File: src/rtl/fetch_pkg.sv
// Shared definitions for the instruction fetch slice: FSM state encoding,
// bus widths and the sequential PC step.
// Optional feature macro: FETCH_TIMEOUT_EN adds the FAULT state.
package fetch_pkg;

    localparam int ADDR_W  = 64;
    localparam int INSTR_W = 32;

    localparam logic [ADDR_W-1:0] PC_STEP = 64'd4;

    typedef enum logic [1:0] {
        IDLE  = 2'd0,
        FETCH = 2'd1,
        HOLD  = 2'd2
`ifdef FETCH_TIMEOUT_EN
        ,
        FAULT = 2'd3
`endif
    } fetch_state_t;

    // Branch offsets arrive in instruction words; the PC counts bytes.
    function automatic logic [ADDR_W-1:0] word_to_byte_offset(input logic [ADDR_W-1:0] word_offset);
        return word_offset << 2;
    endfunction

endpackage

File: src/rtl/fetch_if.sv
// Handshake bundle between the fetch unit, instruction memory and the
// sign-extend/decode stage. The master modport is the fetch unit's view.
interface fetch_if;

    logic                           imem_req;
    logic [fetch_pkg::ADDR_W-1:0]   imem_addr;
    logic                           imem_valid;
    logic [fetch_pkg::INSTR_W-1:0]  imem_rdata;

    logic [fetch_pkg::INSTR_W-1:0]  instr_out;
    logic [fetch_pkg::ADDR_W-1:0]   instr_pc;
    logic                           instr_valid;
    logic                           instr_ready;
    logic                           br_taken;
    logic [fetch_pkg::ADDR_W-1:0]   br_offset;

    modport master (
        output imem_req,
        output imem_addr,
        input  imem_valid,
        input  imem_rdata,
        output instr_out,
        output instr_pc,
        output instr_valid,
        input  instr_ready,
        input  br_taken,
        input  br_offset
    );

    modport slave (
        input  imem_req,
        input  imem_addr,
        output imem_valid,
        output imem_rdata,
        input  instr_out,
        input  instr_pc,
        input  instr_valid,
        output instr_ready,
        output br_taken,
        output br_offset
    );

endinterface

File: src/rtl/fetch_branch_target_adder.sv
// Next-PC computation for an accepted instruction: either the sequential
// successor or the branch target. All arithmetic wraps modulo 2^64.
module branch_target_adder
    import fetch_pkg::*;
(
    input  logic [ADDR_W-1:0] pc,
    input  logic [ADDR_W-1:0] br_offset,
    input  logic              br_taken,
    output logic [ADDR_W-1:0] next_pc
);

    // Select between the sequential step and the word-scaled branch offset.
    always_comb begin
        next_pc = pc + PC_STEP;
        if (br_taken) begin
            next_pc = pc + word_to_byte_offset(br_offset);
        end
    end

endmodule

File: src/rtl/fetch_unit.sv
// Instruction fetch unit: requests one word at the current PC, holds it
// for the decode stage until accepted, then advances or redirects the PC.
// Optional feature macro: FETCH_TIMEOUT_EN adds a fetch-wait counter and a
// sticky FAULT state entered after TIMEOUT_CYCLES memory-wait cycles.
module fetch_unit
    import fetch_pkg::*;
#(
    parameter logic [ADDR_W-1:0] RESET_PC       = 64'h0,
    parameter int                TIMEOUT_CYCLES = 16
) (
    input  logic      clk,
    input  logic      reset,
    fetch_if.master   bus,
    output logic      fetch_fault
);

    fetch_state_t        state;
    fetch_state_t        state_next;

    logic [ADDR_W-1:0]   pc;
    logic [ADDR_W-1:0]   next_pc;
    logic [INSTR_W-1:0]  instr_q;
    logic [ADDR_W-1:0]   instr_pc_q;

    logic                imem_req_c;
    logic                instr_valid_c;
    logic                capture;
    logic                accept;

`ifdef FETCH_TIMEOUT_EN
    localparam int CNT_W = $clog2(TIMEOUT_CYCLES + 1);

    logic [CNT_W-1:0]    wait_cnt;
    logic                timeout_hit;
    logic                fault_q;

    // The last permitted empty FETCH cycle is the one where the count is one short.
    assign timeout_hit = (wait_cnt == CNT_W'(TIMEOUT_CYCLES - 1));
`endif

    // State register; reset always lands in IDLE so a pending request is dropped.
    always_ff @(posedge clk or negedge reset) begin
        if (!reset) begin
            state <= IDLE;
        end else begin
            state <= state_next;
        end
    end

    // Next-state and handshake outputs; memory responses count only in FETCH.
    always_comb begin
        state_next    = state;
        imem_req_c    = 1'b0;
        instr_valid_c = 1'b0;
        capture       = 1'b0;
        accept        = 1'b0;
        case (state)
            IDLE: begin
                state_next = FETCH;
            end
            FETCH: begin
                imem_req_c = 1'b1;
                if (bus.imem_valid) begin
                    capture    = 1'b1;
                    state_next = HOLD;
                end
`ifdef FETCH_TIMEOUT_EN
                else if (timeout_hit) begin
                    state_next = FAULT;
                end
`endif
            end
            HOLD: begin
                instr_valid_c = 1'b1;
                if (bus.instr_ready) begin
                    accept     = 1'b1;
                    state_next = FETCH;
                end
            end
`ifdef FETCH_TIMEOUT_EN
            FAULT: begin
                state_next = FAULT;
            end
`endif
            default: begin
                state_next = IDLE;
            end
        endcase
    end

    // PC and held-instruction registers; branch inputs matter only on accept.
    always_ff @(posedge clk or negedge reset) begin
        if (!reset) begin
            pc         <= RESET_PC;
            instr_q    <= '0;
            instr_pc_q <= '0;
        end else begin
            if (capture) begin
                instr_q    <= bus.imem_rdata;
                instr_pc_q <= pc;
            end
            if (accept) begin
                pc <= next_pc;
            end
        end
    end

    branch_target_adder u_branch_target_adder (
        .pc        (instr_pc_q),
        .br_offset (bus.br_offset),
        .br_taken  (bus.br_taken),
        .next_pc   (next_pc)
    );

`ifdef FETCH_TIMEOUT_EN
    // Wait counter is zero outside FETCH, so it starts clean on every entry; fault is sticky.
    always_ff @(posedge clk or negedge reset) begin
        if (!reset) begin
            wait_cnt <= '0;
            fault_q  <= 1'b0;
        end else begin
            if (state != FETCH) begin
                wait_cnt <= '0;
            end else if (!bus.imem_valid) begin
                wait_cnt <= wait_cnt + CNT_W'(1);
                if (timeout_hit) begin
                    fault_q <= 1'b1;
                end
            end
        end
    end

    assign fetch_fault = fault_q;
`else
    logic unused_timeout_cfg;

    assign unused_timeout_cfg = (TIMEOUT_CYCLES != 0);
    assign fetch_fault        = 1'b0;
`endif

    assign bus.imem_req    = imem_req_c;
    assign bus.imem_addr   = pc;
    assign bus.instr_valid = instr_valid_c;
    assign bus.instr_out   = instr_q;
    assign bus.instr_pc    = instr_pc_q;

endmodule
File: src/flat_wrapper.sv
// flat-port wrapper written by rule: the top's interface ports become plain ports
module fetch_unit_flat import fetch_pkg::*;
#(
    parameter logic [ADDR_W-1:0] RESET_PC       = 64'h0,
    parameter int                TIMEOUT_CYCLES = 16
)
  (clk, reset, fetch_fault, bus_imem_req, bus_imem_addr, bus_imem_valid, bus_imem_rdata, bus_instr_out, bus_instr_pc, bus_instr_valid, bus_instr_ready, bus_br_taken, bus_br_offset);
  fetch_if bus_i ();
  input  logic clk;
  input  logic reset;
  output logic fetch_fault;
  output wire logic [$bits(bus_i.imem_req)-1:0] bus_imem_req;
  output wire logic [$bits(bus_i.imem_addr)-1:0] bus_imem_addr;
  input wire logic [$bits(bus_i.imem_valid)-1:0] bus_imem_valid;
  input wire logic [$bits(bus_i.imem_rdata)-1:0] bus_imem_rdata;
  output wire logic [$bits(bus_i.instr_out)-1:0] bus_instr_out;
  output wire logic [$bits(bus_i.instr_pc)-1:0] bus_instr_pc;
  output wire logic [$bits(bus_i.instr_valid)-1:0] bus_instr_valid;
  input wire logic [$bits(bus_i.instr_ready)-1:0] bus_instr_ready;
  input wire logic [$bits(bus_i.br_taken)-1:0] bus_br_taken;
  input wire logic [$bits(bus_i.br_offset)-1:0] bus_br_offset;
  assign bus_imem_req = bus_i.imem_req;
  assign bus_imem_addr = bus_i.imem_addr;
  assign bus_i.imem_valid = bus_imem_valid;
  assign bus_i.imem_rdata = bus_imem_rdata;
  assign bus_instr_out = bus_i.instr_out;
  assign bus_instr_pc = bus_i.instr_pc;
  assign bus_instr_valid = bus_i.instr_valid;
  assign bus_i.instr_ready = bus_instr_ready;
  assign bus_i.br_taken = bus_br_taken;
  assign bus_i.br_offset = bus_br_offset;
  fetch_unit #(.RESET_PC(RESET_PC), .TIMEOUT_CYCLES(TIMEOUT_CYCLES)) u_core (.clk(clk), .reset(reset), .bus(bus_i), .fetch_fault(fetch_fault));
endmodule
File: config.mk
export PLATFORM = sky130hd
export DESIGN_NAME = fetch_unit_flat
export DESIGN_NICKNAME = d
export VERILOG_FILES = /design/src/rtl/fetch_pkg.sv /design/src/rtl/fetch_if.sv /design/src/rtl/fetch_branch_target_adder.sv /design/src/rtl/fetch_unit.sv /design/src/flat_wrapper.sv
export SDC_FILE = /design/constraint.sdc
export NUM_CORES = 1
export LEC_CHECK = 0
export CAP_MARGIN = 20
export CORE_AREA = 2 2 152 154
export CTS_BUF_LIST = sky130_fd_sc_hd__clkbuf_2 sky130_fd_sc_hd__clkbuf_4 sky130_fd_sc_hd__clkbuf_8
export DETAILED_ROUTE_END_ITERATION = 12
export DIE_AREA = 0 0 154 156
export PLACE_DENSITY = 0.74
export SYNTH_ARGS = -nofsm -noshare
export SYNTH_HDL_FRONTEND = slang
export SYNTH_SLANG_ARGS = --single-unit
File: constraint.sdc
create_clock -name clk -period 3.45 [get_ports clk]
set_input_delay 1.035 -clock clk [delete_from_list [all_inputs] [get_ports clk]]
set_output_delay 1.035 -clock clk [all_outputs]
set_load 0.005 [all_outputs]
Yosys cells after proc, flatten, opt, wreduce, memory -nomap -nowiden --
Index checks and enable logic that the tools add are counted.
Storage, ports and cells: flip-flop bits (word level) 162, word-level logic and storage cells 22
Operators by class: $add $sub $neg 2, equality and inequality tests 4, multiplexer cells 10, reduce and logical (&&, ||, !) cells 2
Operator list (number):
- adder 64 x 3 -> 64 bit (second input constant) | 1
- adder 64 bit | 1
- two-way mux 64 bit | 1
- two-way mux 1 bit | 6
- one-hot mux 2 bit (3 select lines) | 1
- two-way mux 2 bit | 2
- inequality test 2 bit (second input constant) | 2
- == test 2 x 1 -> 1 bit (second input constant) | 1
- == test 2 bit (second input constant) | 1
- logical NOT 2 bit | 1
- AND reduction 2 bit | 1

Logic depth before layout (Yosys ltp) --
Gate-level depths: netlist (run 1).
depth in word-level cells 3, depth in mapped cells 14, mapped depth without buffers 14

Hierarchy --
Synthesis (run 1) repeated with hierarchy kept, for this count alone.
Second synthesis, totals: cell total of the unflattened synthesis 931, area, all modules 10254.8 um^2
Modules (own cells, without submodules):
- fetch_unit | times used 1, cells each 349, area an instance 6188.4 um^2, seq. area each 4053.9 um^2
- branch_target_adder | times used 1, cells each 582, area an instance 4066.4 um^2, seq. area each 0.0 um^2

Worst setup path before layout (run 1) --
No wires, ideal clock.
path kind input port to flip-flop, start in bus_br_taken, end reg u_core.pc[54] (netlist: u_core.bus.imem_addr[54]), library setup time 133 ps, arrival 3604 ps, data required time 3317 ps, slack -287 ps, cell stages on the path 13, buffers on the path 1, path through clkbuf_1 -> and2_1 -> ha_1 -> nor2b_1 -> o31a_2 -> o31ai_2 -> o211ai_2 -> a21oi_1 -> o21ai_1 -> a31o_2 -> a31oi_1 -> xor2_1 -> o21ai_0
Between the ends: longest elaborated chain between the ends 1
RTL lines:
- from (decl) | RTL line flat_wrapper.sv:20 | input wire logic [$bits(bus_i.br_taken)-1:0] bus_br_taken;
- two-way mux 64 bit | RTL line fetch_branch_target_adder.sv:15 | if (br_taken) begin
- to (signal assigned) | RTL line fetch_unit.sv:103 | pc <= next_pc;
- to (decl) | RTL line fetch_unit.sv:20 | logic [ADDR_W-1:0] pc;
Every way passes these cells. A chain may end at the register's enable or synchronous reset.

Worst setup path in the final report (run 1) --
start in bus_br_taken, end reg u_core.pc[51] (netlist: u_core.bus.imem_addr[51])
The elaborated chain is that of the path after synthesis.

==> results by group, run 1 <==
Floorplanning
  • Die width: 154 um
  • IO Count: 264
  • Row count: 55
  • Core box area: 22,400 um^2
  • Initial Util: 0.443
  • Die ar.: 24,000 um^2
  • Die height: 156 um

Synthesis
  • Post-synthesis cell count: 1,018
  • Yosys cell types: 62
  • Syn_nets: 1,181
  • Most common cell in the netlist: dfrtp_1
  • EDFF count, synth: 0
  • Post-synth top cells: 162 x dfrtp_1, 122 x nand2_1, 101 x mux2_2
  • Async SR Flop Fraction: 1.00
  • Ys flop type: dfrtp_1
  • Register area share after synthesis: 0.409
  • Synthesized flop and latch total: 162
  • Area of the mapped netlist: 9910 um^2
  • Synth warn: 0
  • Syn_area_per_cell: 9.73 um^2
  • Largest cells by area after synthesis: dfrtp_1 41%, mux2_2 11%, ha_1 7.7%
  • Yosys top cell area share: 0.409
  • Area leader, netlist: dfrtp_1

Worst setup path
  • Worst Path Required: 3.78 ns
  • Critical path depth in cells: 16
  • Critical path arrival: 3.88 ns
  • WS Path Type: in2reg
  • CP Cell Sequence: buf_16, buf_12, buf_16, and2_4, ha_4, nand4_1, or3_1, a21o_1, a21oi_4, o31ai_4, a21oi_2, o21ai_4, buf_6, nor4_4, o21a_1, o31ai_2
  • Cell family with most CP delay: compound AO/OA/AOI/OAI gates
  • Cell mode on critical path: buf_16
  • Crit end category: flop
  • R2R depth: 14
  • CP startpoint kind: input pin
  • Buf/Inv on CP: 4
  • CP Max Fanout: 10
  • Slowest cell on the critical path: or3_1
  • Critical Path Max Stage Delay: 0.34 ns

Power
  • Leak: 7.18 nW
  • Peak supply drop: 0.369 mV
  • Internal power: 7.39 mW
  • Sw Ratio: 0.372
  • Clock power frac: 0.124
  • Psw: 4.38 mW
  • Gate power share: 0.578
  • Seq pwr share: 0.298
  • PwrDens: 734 nW/um^2

Global routing
  • Overflow after GRT: 0
  • Pin count of the biggest net entering global routing: 72
  • Gr usage total: 0.261
  • First-pass GRT wire length: 50.2 mm
  • Number of global-route vias before repair: 9,759
  • Initial antenna violation count: 0

Route
  • Routed wire length: 32.1 mm
  • Iteration count of the initial detailed-routing pass: 7
  • Remaining DRCs: 0
  • DRT iter0 DRCs: 508
  • DRT antenna net count: 0
  • Via/cell ratio: 5.35
  • Total vias in the final route: 9,521
  • Routed len/inst: 18.0 um

Timing
  • Worst slew pin tran: 0.683 ns
  • RSZ-0062 raised after global routing: true
  • Final WS setup: -0.0958 ns
  • Final Skew: 0.0210 ns
  • Final-report hold violation count: 0
  • Final period util: 1.03
  • Slew Limit Fails: 0
  • Max frequency: 282 MHz
  • Final setup viols: 7
  • Minimum clock period: 3.55 ns
  • Max-slew headroom: 0.545

Clock network
  • Root buffer cell: clkbuf_8
  • CTS buffer count: 17
  • Reg clk slew, reported paths: 0.10 ns
  • Clock Latency Late Sink: 0.47 ns
  • H-tree levels: 4
  • CTS tree: done
  • Clock Path Buffers: 2
  • Post-CTS Hold Buffers: 0
  • Clock Sinks: 162

Status
  • Failing checks: setup timing
  • Status: finished with violations

Layout
  • Layout cells sized above 1: 0.349
  • Area Growth Syn to Fin: 61.9%
  • # fillers: 1,644
  • Layout Utilization: 0.717
  • Antenna diodes: 0
  • Nets: 1,644
  • Fin area: 16,000 um^2

Place
  • Placed Area: 14,500 um^2
  • RD Place Congestion: 0.908
  • HPWL Detailed: 22.6 mm
  • IO Port Bufs: 260

Flow run
  • Max-cap viol count: 0

Hold path
  • Hold-critical path depth: 1
  • Hold WC Path Type: reg2reg
placed cells by master (no fill, tap or decap), types with 6 or more instances in the layout:
| master | instances |
|---|---|
| o21ai_0 | 67 |
| a21oi_1 | 54 |
| nand2_2 | 7 |
| and2_4 | 25 |
| o21bai_1 | 15 |
| dlymetal6s2s_1 | 8 |
| mux2_2 | 101 |
| nand2b_1 | 6 |
| and2_1 | 37 |
| ha_4 | 29 |
| ha_1 | 32 |
| buf_4 | 222 |
| inv_1 | 19 |
| nor2_1 | 38 |
| dlygate4sd2_1 | 14 |
| a21o_1 | 23 |
| nand3_1 | 9 |
| clkbuf_8 | 17 |
| nor3_1 | 6 |
| nand4_1 | 19 |
| a211oi_1 | 6 |
| dfrtp_1 | 162 |
| xnor2_1 | 32 |
| nand2_1 | 112 |
| buf_12 | 9 |
| a21oi_2 | 14 |
| xor2_1 | 24 |
| o21a_1 | 7 |
| clkdlybuf4s50_1 | 236 |
| o21ai_1 | 19 |
cell type report:
cell class / instances / area (um^2) / share of cell area
Multi-Input combinational cell: 779 / 6500 / 0.405
Timing Repair Buffer: 500 / 4650 / 0.290
Sequential cell: 162 / 4050 / 0.253
Tap cell: 285 / 357 / 0.0222
Clock buffer: 17 / 234 / 0.0146
Clock inverter: 15 / 168 / 0.0105
Inverter: 21 / 78.8 / 0.00491
power by group through the flow:
stage / combinational, mW / clock (mW) / sequential [mW]
final: 6.81 / 1.45 / 3.51
after detailed placement: 6.28 / 0 / 3.49
after global routing: 7.37 / 1.57 / 3.62
after global placement: 6.15 / 0 / 3.44
after floorplan: 2.88 / 0 / 3.42
after CTS: 6.53 / 1.49 / 3.48
routing by layer:
metal / part of all wire / vias up / track usage
met5: 0 / - / 0
met3: 0.054 / 55 / 0.0517
li1: - / 4527 / -
met4: 0.019 / 0 / 0.0761
met2: 0.51 / 296 / 0.464
met1: 0.42 / 4643 / 0.321
repair_timing:
| action | CTS | global route |
|---|---|---|
| endpoints found under the setup margin | 33 | 32 |
| pin swaps | 57 | 49 |
| gates cloned | 4 | 1 |
| setup buffers | 19 | 17 |
| gates resized for setup | 84 | 92 |
sequential cells by signal, indices dropped and copies added (netlist names):
register	count
u_core.bus.instr_out	32
u_core.bus.instr_pc	64
u_core.bus.imem_addr	64
u_core.state	2
final timing paths:
kind	start	to	slack, ns
max	bus_br_taken	u_core.bus.imem_addr[51]$_DFFE_PN0P_	-0.1
min	u_core.state[1]$_DFFE_PN0P_	u_core.state[0]$_DFFE_PN0P_	0.49
max reg2reg	u_core.bus.instr_pc[2]$_DFFE_PN0P_	u_core.bus.imem_addr[56]$_DFFE_PN0P_	0.43
min reg2reg	u_core.state[1]$_DFFE_PN0P_	u_core.state[0]$_DFFE_PN0P_	0.49
max in group asynchronous	reset	u_core.bus.imem_addr[13]$_DFFE_PN0P_	2.18
min in group asynchronous	reset	u_core.bus.instr_out[23]$_DFFE_PN0P_	0.57
metrics by stage:
| step | hold WS, ns | instances | total power [mW] | TNS (ns) | setup slack, ns |
|---|---|---|---|---|---|
| 6_report | 0.492 | 1779 | 11.8 | -0.369 | -0.0958 |
| 5_1_grt | 0.530 | 1779 | 12.6 | -1.06 | -0.161 |
| 4_1_cts | 0.492 | 1763 | 11.5 | -0.193 | -0.0774 |
| 3_5_place_dp | 0.486 | 1710 | 9.77 | -25.77 | -0.788 |
| 3_3_place_gp | 0.478 | 1710 | 9.59 | -23.92 | -0.750 |
| 2_1_floorplan | 0.464 | 1018 | 6.30 | -0.619 | -0.160 |
logic make-up (layout without fill, tap and decap cells):
family / count (synthesis) / count (layout) / synth area share
mux: 101 / 101 / 0.115
simple gates: 293 / 293 / 0.145
xor+xnor: 58 / 58 / 0.0513
flops: 162 / 162 / 0.409
buf+inv: 77 / 553 / 0.0351
other cells: 1 / 1 / 0.000378
compound gates: 264 / 264 / 0.165
fa+ha+maj: 62 / 62 / 0.0790
(Power assumes the default switching activity.)
==> run 2, diff against run 1 <==
==> constraint.sdc (replaced) <==
create_clock -name clk -period 3.5 [get_ports clk]
set_input_delay 1.05 -clock clk [delete_from_list [all_inputs] [get_ports clk]]
set_output_delay 1.05 -clock clk [all_outputs]
set_load 0.005 [all_outputs]
==> results by group, run 2 (synthesis gave the netlist of run 1 again) <==
Power
  • Gate power share: 0.569
  • Psw: 4.16 mW
  • Sw Ratio: 0.361
  • Total Power: 11.5 mW
  • Seq pwr share: 0.299
  • Internal power: 7.38 mW
  • PwrDens: 733 nW/um^2
  • Clock power frac: 0.132
  • Peak supply drop: 0.373 mV
  • Leak: 7.07 nW

Route
  • DRT iter0 DRCs: 449
  • Remaining DRCs: 0
  • Routed len/inst: 17.1 um
  • Total vias in the final route: 9,312
  • DRT antenna net count: 0
  • Routed wire length: 30.3 mm
  • Via/cell ratio: 5.26
  • Iteration count of the initial detailed-routing pass: 7

Floorplanning
  • Die ar.: 24,000 um^2
  • Initial Util: 0.443
  • Die height: 156 um
  • Die width: 154 um
  • Core box area: 22,400 um^2
  • IO Count: 264
  • Row count: 55

Timing
  • Slew Limit Fails: 0
  • Final-report hold violation count: 0
  • RSZ-0062 raised after global routing: true
  • Max frequency: 283 MHz
  • Minimum clock period: 3.54 ns
  • Total Neg Setup Slack: -0.0643 ns
  • Final WS setup: -0.0392 ns
  • Final period util: 1.01
  • Max-slew headroom: 0.581
  • Final Skew: 0.0175 ns
  • Final setup viols: 3
  • Worst slew pin tran: 0.628 ns

Worst setup path
  • CP startpoint kind: input pin
  • Crit end category: flop
  • R2R depth: 14
  • Critical path arrival: 3.87 ns
  • CP Cell Sequence: clkdlybuf4s50_1, and2_4, ha_4, nand2_1, or4_4, or2_4, a2111oi_4, o41ai_4, a21o_1, a31oi_2, xnor2_1, o21ai_1
  • Flop2flop setup slack: 0.53 ns
  • Worst r2r src: u_core.bus.instr_pc[2]$_DFFE_PN0P_
  • Worst Path Required: 3.83 ns
  • Critical Path Max Stage Delay: 0.50 ns
  • Cell family with most CP delay: simple AND/OR/NAND/NOR gates
  • WS Path Type: in2reg
  • Slowest cell on the critical path: or4_4
  • Buf/Inv on CP: 1
  • FF-to-FF End: u_core.bus.imem_addr[54]$_DFFE_PN0P_
  • CP Max Fanout: 3

Status
  • Status: finished with violations
  • Failing checks: setup timing

Global routing
  • Gr usage total: 0.249
  • Overflow after GRT: 0
  • Number of global-route vias before repair: 9,612
  • M3 GR Usage: 0.0364
  • Initial antenna violation count: 0
  • Pin count of the biggest net entering global routing: 98
  • Met2 usage: 0.449
  • Global route hottest layer: met2
  • First-pass GRT wire length: 48.3 mm
  • GR Util met1: 0.309

Clock network
  • CTS buffer count: 17
  • H-tree levels: 4
  • Reg clk slew, reported paths: 0.10 ns
  • Clock Latency Late Sink: 0.47 ns
  • Root buffer cell: clkbuf_8
  • CTS tree: done
  • Clock Sinks: 162
  • Clock Path Buffers: 2

Layout
  • Commonest cells after routing, fill and taps aside: 244 x clkdlybuf4s50_1, 219 x buf_4, 162 x dfrtp_1
  • Most common cell after layout, fill and taps aside: clkdlybuf4s50_1
  • Layout cells sized above 1: 0.336
  • Nets: 1,634
  • Final std cells w/o fill: 1,769
  • Fin area: 15,800 um^2
  • Area Growth Syn to Fin: 59.1%
  • Antenna diodes: 0

Hold path
  • Hold WC Path Type: in2async

Place
  • RD Place Congestion: 0.922
  • Placed Area: 14,500 um^2
  • HPWL Detailed: 22.0 mm
  • Cells after DPL: 1,710
  • IO Port Bufs: 260

Flow run
  • Max-cap viol count: 0
-- run 2: cell count changes in the layout (fill, tap and decap cells not counted), sizes merged, moves of 2 or more --
cell | previous run | this run
clkdlybuf4s50 | 236 | 244
dlygate4sd2 | 14 | 9
dlymetal6s2s | 8 | 4
inv | 28 | 24
bufinv | 1 | 3
buf | 241 | 231
-- run 2: metal layers --
layer	share of wire	vias up	wire, um
met3	0.044	38	1340
li1	-	4505	-
met4	0.018	0	558
met2	0.51	243	15300
met5	0	-	0
met1	0.43	4526	13000
-- run 2: what timing repair did --
item                                    in CTS  in global routing
hold buffers                                 0                  0
setup buffers                               16                 16
pin swaps                                   45                 43
resized for setup                           59                 78
cloned                                       2                  0
endpoints found under the setup margin      33                 31
-- run 2: cell type report --
class	instances	area (um^2)
Timing Repair Buffer	490	4480
Clock inverter	13	178
Inverter	21	78.8
Tap cell	285	357
Sequential cell	162	4050
Fill cell	1668	6600
Multi-Input combinational cell	779	6370
Clock buffer	19	249
-- run 2: worst reg2reg max path, delay by kind of cell, from the launching register on --
family / cells / cell delay, ns
xor gates and xnor gates: 1 / 0.22
AOI/OAI and AO/OA: 8 / 1.53
DFF: 1 / 0.43
adders and majority gates: 2 / 0.40
buffers and inverters: 2 / 0.24
and+or+nand+nor: 1 / 0.05
-- run 2: stage by stage --
| stage | setup slack (ns) | util | hold slack [ns] |
|---|---|---|---|
| final | -0.0392 | 0.705 | 0.439 |
| after global routing | -0.105 | 0.705 | 0.425 |
| after CTS | -0.0396 | 0.684 | 0.419 |
| after detailed placement | -0.957 | 0.646 | 0.492 |
| after global placement | -0.848 | 0.646 | 0.479 |
| after floorplan | -0.125 | - | 0.464 |
-- run 2: how the worst max path moves through the flow --
stage,startpoint,to,depth (start not counted)
finish,bus_br_offset[42],u_core.bus.imem_addr[63]$_DFFE_PN0P_,12
global route,bus_br_offset[42],u_core.bus.imem_addr[63]$_DFFE_PN0P_,12
CTS,bus_br_taken,u_core.bus.imem_addr[63]$_DFFE_PN0P_,15
detailed placement,bus_br_offset[0],u_core.bus.imem_addr[56]$_DFFE_PN0P_,16
global placement,bus_br_offset[0],u_core.bus.imem_addr[56]$_DFFE_PN0P_,16
floorplan,bus_br_taken,u_core.bus.imem_addr[63]$_DFFE_PN0P_,14
-- run 2: power groups by stage --
stage	registers, mW	logic, mW	clock network [mW]
2_1_floorplan	3.37	2.84	0
3_3_place_gp	3.41	6.06	0
3_5_place_dp	3.45	6.17	0
4_1_cts	3.44	6.37	1.55
5_1_grt	3.57	7.15	1.63
6_report	3.45	6.58	1.52
==> run 3, diff against run 2 <==
--- a/config.mk
+++ b/config.mk
@@ -10,7 +10,7 @@
 export CTS_BUF_LIST = sky130_fd_sc_hd__clkbuf_2 sky130_fd_sc_hd__clkbuf_4 sky130_fd_sc_hd__clkbuf_8
 export DETAILED_ROUTE_END_ITERATION = 12
 export DIE_AREA = 0 0 154 156
-export PLACE_DENSITY = 0.74
+export PLACE_DENSITY = 0.77
 export SYNTH_ARGS = -nofsm -noshare
 export SYNTH_HDL_FRONTEND = slang
 export SYNTH_SLANG_ARGS = --single-unit
==> constraint.sdc (replaced) <==
create_clock -name clk -period 2.89 [get_ports clk]
set_input_delay 0.867 -clock clk [delete_from_list [all_inputs] [get_ports clk]]
set_output_delay 0.867 -clock clk [all_outputs]
set_load 0.005 [all_outputs]
==> results by group, run 3 (synthesis gave the netlist of run 1 again) <==
Status
  • Failing checks: setup timing
  • Status: finished with violations

Timing
  • Max-slew headroom: 0.526
  • Final setup viols: 44
  • Max frequency: 295 MHz
  • Final period util: 1.17
  • Minimum clock period: 3.40 ns
  • Total Neg Setup Slack: -13.14 ns
  • Final Skew: 0.0235 ns
  • RSZ-0062 raised after global routing: true
  • Final WS setup: -0.505 ns
  • Hold WS: 0.418 ns
  • Final-report hold violation count: 0
  • Slew Limit Fails: 0
  • Worst slew pin tran: 0.711 ns

Route
  • DRT antenna net count: 0
  • Routed wire length: 35.5 mm
  • Via/cell ratio: 5.56
  • DRT iter0 DRCs: 680
  • Total vias in the final route: 10,129
  • Remaining DRCs: 0
  • Routed len/inst: 19.5 um
  • Iteration count of the initial detailed-routing pass: 7

Floorplanning
  • Die ar.: 24,000 um^2
  • Die width: 154 um
  • Initial Util: 0.443
  • Core box area: 22,400 um^2
  • Row count: 55
  • Die height: 156 um
  • IO Count: 264

Layout
  • Commonest cells after routing, fill and taps aside: 250 x buf_4, 235 x clkdlybuf4s50_1, 162 x dfrtp_1
  • Most common cell after layout, fill and taps aside: buf_4
  • Multi-input logic area: 6850 um^2
  • Nets: 1,686
  • Layout Utilization: 0.745
  • FF+latch area: 4050 um^2
  • Fin area: 16,700 um^2
  • Final std cells w/o fill: 1,821
  • Layout cells sized above 1: 0.402
  • # fillers: 1,422
  • Area Growth Syn to Fin: 68.2%
  • Antenna diodes: 0

Global routing
  • Global route hottest layer: met2
  • M3 GR Usage: 0.0389
  • Met2 usage: 0.498
  • Gr usage total: 0.273
  • First-pass GRT wire length: 52.4 mm
  • GR Util met1: 0.325
  • Overflow after GRT: 0
  • Number of global-route vias before repair: 10,229
  • Pin count of the biggest net entering global routing: 73
  • Initial antenna violation count: 0

Flow run
  • Max-cap viol count: 0

Place
  • RD Place Congestion: 0.950
  • Placed Area: 14,800 um^2
  • IO Port Bufs: 260
  • HPWL Detailed: 23.2 mm
  • Cells after DPL: 1,748

Clock network
  • Reg clk slew, reported paths: 0.10 ns
  • H-tree levels: 4
  • CTS buffer count: 17
  • Clock Sinks: 162
  • Clock Latency Late Sink: 0.47 ns
  • Post-CTS Hold Buffers: 0
  • Clock Path Buffers: 2
  • CTS tree: done
  • Root buffer cell: clkbuf_8

Worst setup path
  • Worst Path Required: 3.27 ns
  • CP startpoint kind: input pin
  • WS Path Type: in2reg
  • Crit end category: flop
  • Critical path arrival: 3.77 ns
  • CP Max Fanout: 6

Power
  • Peak supply drop: 0.461 mV
  • Leak: 7.40 nW
  • PwrDens: 890 nW/um^2

Hold path
  • Hold WC Path Type: in2async
## run 3: cell types whose count changed in the layout (fill, tap and decap cells not counted), sizes merged
| cell | change |
|---|---|
| dlygate4sd2 | +10 |
| dlymetal6s2s | -1 |
| clkdlybuf4s50 | -9 |
| bufbuf | -1 |
| clkinv | +3 |
| clkinvlp | -1 |
| buf | +54 |
| clkdlybuf4s15 | -1 |
| bufinv | -2 |
## run 3: routing by layer
metal  part of all wire  up-vias
li1                   -     4610
met1               0.39     4945
met2               0.52      465
met3              0.057      109
met4              0.037        0
met5                  0        -
## run 3: power breakdown
part	internal, mW	switching (mW)	total, mW
Sequential	3.29	0.901	4.19
Clock	0.739	0.935	1.67
Combinational	5.20	3.77	8.97
## run 3: final timing paths
kind | from | endpoint | slack, ns | cells past startpoint
worst min register to register | u_core.state[1]$_DFFE_PN0P_ | u_core.state[0]$_DFFE_PN0P_ | 0.50 | 1
max in group asynchronous | reset | u_core.bus.instr_out[13]$_DFFE_PN0P_ | 1.69 | 2
worst min-delay path | reset | u_core.bus.instr_pc[20]$_DFFE_PN0P_ | 0.42 | 1
worst max register to register | u_core.bus.instr_pc[2]$_DFFE_PN0P_ | u_core.bus.imem_addr[34]$_DFFE_PN0P_ | -0.17 | 15
min in group clk | u_core.state[1]$_DFFE_PN0P_ | u_core.state[0]$_DFFE_PN0P_ | 0.50 | 1
worst max-delay path | bus_br_taken | u_core.bus.imem_addr[61]$_DFFE_PN0P_ | -0.51 | 16
## run 3: metrics by stage
| step | setup slack [ns] | power [mW] |
|---|---|---|
| finish | -0.505 | 14.8 |
| global route | -0.607 | 15.7 |
| global placement | -1.07 | 11.7 |
| detailed placement | -1.12 | 12.0 |
| CTS | -0.392 | 14.3 |
| floorplan | -0.552 | 7.60 |
## run 3: final cells by class
cell class              instances  share of cell area
flip-flops and latches        162               0.243
well taps                     285              0.0214
inverters                      21             0.00473
clock buffers                  19              0.0157
repair buffers                542               0.296
clock inverters                13             0.00751
multi-input cells             779               0.411
## run 3: critical path, stage by stage
cell and delay (ns):
buf_16 0.14, buf_12 0.15, and2_4 0.14, ha_4 0.27, nand4_4 0.11, or3_4 0.37, nor3_4 0.26, buf_6 0.14
o211ai_4 0.08, a2111oi_4 0.46, o41ai_4 0.11, buf_4 0.16, a21oi_2 0.15, nor3_2 0.06, xor2_1 0.16, o21ai_1 0.13
## run 3: timing repair
item,4_1_cts,5_1_grt
buffers inserted,27,17
resized for setup,193,71
cloned,3,0
endpoints found under the setup margin,46,45
pin swaps,119,51
==> RTL change 1, RTL diff (flow settings as in run 1) <==
Re-encode `fetch_state_t` (3 states) as one-hot, 3 bits wide.
--- a/src/rtl/fetch_pkg.sv
+++ b/src/rtl/fetch_pkg.sv
@@ -8,10 +8,10 @@
 
     localparam logic [ADDR_W-1:0] PC_STEP = 64'd4;
 
-    typedef enum logic [1:0] {
-        IDLE  = 2'd0,
-        FETCH = 2'd1,
-        HOLD  = 2'd2
+    typedef enum logic [2:0] {
+        IDLE  = 3'b001,
+        FETCH = 3'b010,
+        HOLD  = 3'b100
 `ifdef FETCH_TIMEOUT_EN
         ,
         FAULT = 2'd3
Function: no difference found for any inputs over 4 cycles, from zero or initial values and one cycle with reset low; so few cycles prove little.
==> RTL change 1 against run 1 <==
  * The flow still finishes with violations (negative setup slack)
  * Cell area fell by 2.4%
  * Routed wire length fell by 0.95%
  * Final cell count rose by 1.1%
  * Total power fell by 26%
  * Clock skew barely moved
  * Sequential cell count rose by 1
  * Synthesized cell count rose by 4.9%
  * Combinational power fell by 39%
  * Area after synthesis rose by 2.4%
  * Die area did not move
  * Worst setup slack improved by 51 ps
  * Sequential share of layout area rose by 0.79 points
  * Non-clock buffer count fell by 30
  * Sequential power fell by 15%
  * Largest power group unchanged
==> RTL change 1: results (changes against run 1) <==
[critical_path]
max_stage_delay_ps = 410  ; was 340 ps
ff2ff_setup_slack_ps = 320  ; was 430 ps

[status]
status = finished with violations  ; unchanged
violations = negative setup slack  ; unchanged

[detailed_routing]
vias_per_cell = 5.459  ; was 5.352
dr.pass1.iters = 8  ; was 7
drt-met1-wl_um = 13420  ; about the same
vias = 9815  ; was 9521
met2_length_um = 15420  ; was 16310 µm
wire_per_inst_um = 17.67  ; was 18.03 µm

[grt]
met2_usage_pct = 43.33  ; was 46.42%
grt_pass1_wl_um = 50040  ; was 50170 µm
gr-usage-met1_pct = 32.15  ; was 32.09%
groute.usage.overall_pct = 25.69  ; was 26.06%

[timing]
setup-violations-final = 1  ; was 7
finalClockSkew_ps = 21.24  ; was 21.01 ps
whs_ps = 513.9  ; was 492.3 ps
setup_ws_ps = -44.79  ; was -95.79 ps

[clock_network]
clk_latency_ps = 490  ; was 470 ps

[cells_and_area]
non_clock_inverter_count = 17  ; was 21
multiInputGateArea_um2 = 6421  ; was 6502 µm²
seq_area_um2 = 4080  ; was 4054 µm²
drive_gt1_share_pct = 29.68  ; was 34.94%

[pwr]
leakagePower_nw = 7.028  ; was 7.184 nW

[placement]
gp_congestion = 0.8781  ; was 0.9083

==> RTL change 1: power by group through the flow <==
stage | clock network (W) | logic, W | registers [W]
floorplan | 0 | 0.00167 | 0.00296
global placement | 0 | 0.00385 | 0.00298
detailed placement | 0 | 0.00392 | 0.00301
CTS | 0.00155 | 0.00398 | 0.00297
global route | 0.00163 | 0.00449 | 0.00308
finish | 0.00152 | 0.00414 | 0.00300
==> RTL change 1: cells by family (layout without fill, tap and decap cells) <==
group / after synthesis / count (layout) / synth area share, %
fa+ha+maj: 62 / 62 / 7.716
flops: 163 / 163 / 40.19
mux: 95 / 95 / 10.54
simple gates: 339 / 339 / 16.49
compound gates: 282 / 282 / 17.59
buf+inv: 74 / 519 / 2.946
xor+xnor: 52 / 52 / 4.487
other cells: 1 / 1 / 0.03694
==> RTL change 1: worst paths after layout <==
| check | cells past startpoint | start | end |
|---|---|---|---|
| setup / recovery | 14 | bus_br_taken | u_core.bus.imem_addr[40] |
| hold / removal | 2 | u_core.bus.imem_addr[6] | u_core.bus.imem_addr[6] |
| setup reg to reg | 13 | u_core.bus.instr_pc[2] | u_core.bus.imem_addr[40] |
| hold reg to reg | 2 | u_core.bus.imem_addr[6] | u_core.bus.imem_addr[6] |
| max in group asynchronous | 2 | reset | u_core.state[0] |
| min in group asynchronous | 1 | reset | u_core.bus.imem_addr[45] |
==> RTL change 1: metrics by stage <==
step	worst slack [ps]	area (µm²)
final	-44.79	15660
after global routing	-114.2	15660
after global placement	-810.1	14500
after floorplan	-70.71	10240
after detailed placement	-903.0	14500
after CTS	-146.1	15050
==> RTL change 1: tightest hold or removal path, stage by stage (launching register included) <==
cell	delay, ps
dfrtp_1	370
nand2_1	50
o21ai_0	60
==> RTL change 2, RTL diff (settings of run 1) <==
Made on the original files. Build with the macro `FETCH_TIMEOUT_EN` defined.
--- a/src/rtl/fetch_pkg.sv
+++ b/src/rtl/fetch_pkg.sv
@@ -1,6 +1,8 @@
 // Shared definitions for the instruction fetch slice: FSM state encoding,
 // bus widths and the sequential PC step.
 // Optional feature macro: FETCH_TIMEOUT_EN adds the FAULT state.
+`define FETCH_TIMEOUT_EN
+
 package fetch_pkg;
 
     localparam int ADDR_W  = 64;
Function: no difference found for any inputs over 4 cycles, from zero or initial values and one cycle with reset low; that may be too few to reach the edited logic, so the function may still have changed.
==> RTL change 2 against run 1 <==
  * The run still ends with negative setup slack left
  * Clock skew rose by 3.4 ps
  * Final cell count up 3.4%
  * Sequential share of layout area is 0.39 points lower
  * Combinational power is 5.0% lower
  * Worst setup slack better by 42 ps
  * Sequential cell count is 6 higher
  * Routed wire length grew 10%
  * Sequential power fell by 1%
  * Hold slack improved by 3.0 ps
  * Cell area up 5.3%
  * Total power fell by 2.7%
  * Die area unchanged
  * Area after synthesis up 4.4%
  * Via count up 8.1%
  * Largest power group unchanged
  * Highest routed layer unchanged
==> RTL change 2: results (changes against run 1) <==
[status]
status = finished with violations  ; unchanged
violations = negative setup slack  ; unchanged

[synth]
synthFlopType = dfrtp_1  ; unchanged
synth-adder-area-share_pct = 7.814  ; was 7.904%
ys_types = 71  ; was 62
ys_async_sr_fraction_pct = 100.0  ; unchanged
synth_xor_area_share_pct = 4.064  ; was 5.126%
synth_common_cells = dfrtp_1 (168), nand2_1 (119), mux2_2 (98)  ; was dfrtp_1 (162), nand2_1 (122), mux2_2 (101)
avgSynthCellArea_um2 = 9.667  ; was 9.734 µm²
synth_compound_area_share_pct = 18.17  ; was 16.54%
synth.area.top_cells = dfrtp_1 (41%), mux2_2 (11%), ha_1 (7.6%), nand2_1 (4.3%), and2_1 (3.9%)  ; was dfrtp_1 (41%), mux2_2 (11%), ha_1 (7.7%), nand2_1 (4.6%), o21ai_0 (4.4%)
syn_nets = 1235  ; was 1181
yosysWarnings = 0  ; unchanged
synth-seq-area-share_pct = 40.64  ; was 40.91%
synthMuxAreaShare_pct = 11.06  ; was 11.48%

[clock_network]
clk_pin_slew_ps = 110
clk_latency_ps = 500  ; was 470 ps
cts_htree_levels = 4  ; unchanged
clockBufferDepth = 2  ; unchanged
cts_root_buf = clkbuf_8  ; unchanged
cts_inserted_buffers = 17  ; unchanged

[critical_path]
worstPathArrival_ps = 3940  ; was 3880 ps
crit_start = bus_br_taken  ; unchanged
rr_startpoint = u_core.bus.instr_pc[2]  ; unchanged
slowest_stage = or4_1  ; was or3_1
crit_fanout = 6  ; was 10
max_stage_delay_ps = 480  ; was 340 ps
path_delay_family = compound AO/OA/AOI/OAI gates  ; unchanged

[cells_and_area]
final_cells = 1840  ; was 1779
drive_gt1_share_pct = 36.66  ; was 34.94%
n_antenna_cell = 0  ; unchanged
nets = 1707  ; was 1644
n_fill_cell = 1479  ; was 1644

[detailed_routing]
vias_per_cell = 5.595  ; was 5.352
wire_per_inst_um = 19.18  ; was 18.03 µm
dr.pass1.iters = 5  ; was 7
drt_iter0_drc = 614  ; was 508

[pwr]
peakVddDrop_mv = 0.3513  ; was 0.3691 mV
leakagePower_nw = 7.615  ; was 7.184 nW

[hold_path]
hp-class = reg2reg  ; unchanged
worstHoldStart = u_core.fetch_fault  ; was u_core.state[1]

[grt]
grt_pass1_wl_um = 52070  ; was 50170 µm
antenna_found_initial = 0  ; unchanged
grt_start_max_net_pins = 70  ; was 72
groute.usage.overall_pct = 26.81  ; was 26.06%
grt_pass1_vias = 10360  ; was 9759

[placement]
portBuffers = 261  ; was 260
dpl_worst_slack_ps = -919.4  ; was -787.8 ps
place_hpwl_um = 24260  ; was 22550 µm
gp_congestion = 0.9113  ; was 0.9083

[timing]
setup_ws_ps = -53.33  ; was -95.79 ps
setup-violations-final = 6  ; was 7
finalClockSkew_ps = 24.40  ; was 21.01 ps
relSlewSlack_pct = 52.58  ; was 54.45%
timing.setup.tns_ps = -154.0  ; was -368.7 ps
max_freq_ghz = 0.2854  ; was 0.2820 GHz

-- RTL change 2: what timing repair did --
action	4_1_cts	5_1_grt
resized for setup	78	173
setup buffers	18	15
gates cloned	0	4
pin swaps	44	72
setup endpoints to repair	30	34
-- RTL change 2: where the power goes --
group          internal (W)  leakage [nW]  switching [W]
sequential          0.00276          2.17       0.000703
clock              0.000617         0.211       0.000912
combinational       0.00373          5.23        0.00273
-- RTL change 2: cell families (layout without fill, tap and decap cells) --
kind of cell	count (synthesis)	in the layout
AO/OA/AOI/OAI	294	294
XOR/XNOR	48	48
adder cells (fa/ha/maj)	64	64
buffers and inverters	78	563
flip-flops	168	168
multiplexers	102	102
AND/OR/NAND/NOR	316	316
-- RTL change 2: path summary, 6_finish.rpt --
kind	to	slack, ps	depth (start not counted)
worst max-delay path	u_core.bus.imem_addr[57]	-50	15
worst min-delay path	u_core.fetch_fault	500	1
worst max register to register	u_core.bus.imem_addr[60]	460	13
worst min register to register	u_core.fetch_fault	500	1
max in group asynchronous	u_core.bus.instr_out[11]	2040	2
min in group asynchronous	u_core.bus.instr_out[26]	560	1
-- RTL change 2: per-stage QoR --
step	instance area, µm²	total power [W]	utilization [%]
after floorplan	10510	0.005905	-
after global placement	14950	0.009002	66.83
after detailed placement	14950	0.009162	66.83
after CTS	15810	0.01088	70.71
after global routing	16900	0.01212	75.57
final	16900	0.01146	75.57
-- RTL change 2: worst register-to-register path: cells and delay by family, from the launching register on --
family | cells | cell delay [ps]
DFF | 1 | 420
buffers and inverters | 2 | 220
adders and majority gates | 2 | 520
AOI/OAI and AO/OA | 7 | 1380
and+or+nand+nor | 2 | 360
-- RTL change 2: routing by layer --
layer	wire (µm)	GRT usage, %	up-vias
li1	-	-	4814
met1	14920	34.94	5092
met2	17780	45.40	313
met3	1696	5.028	75
met4	901	8.411	0
met5	0	0	-
-- RTL change 2: cell type report --
type,count,area share (%)
Multi-Input combinational cell,824,42.14
Timing Repair Buffer,508,27.94
Sequential cell,168,24.87
Tap cell,285,2.110
Clock buffer,17,1.384
Clock inverter,15,1.044
Inverter,23,0.5108
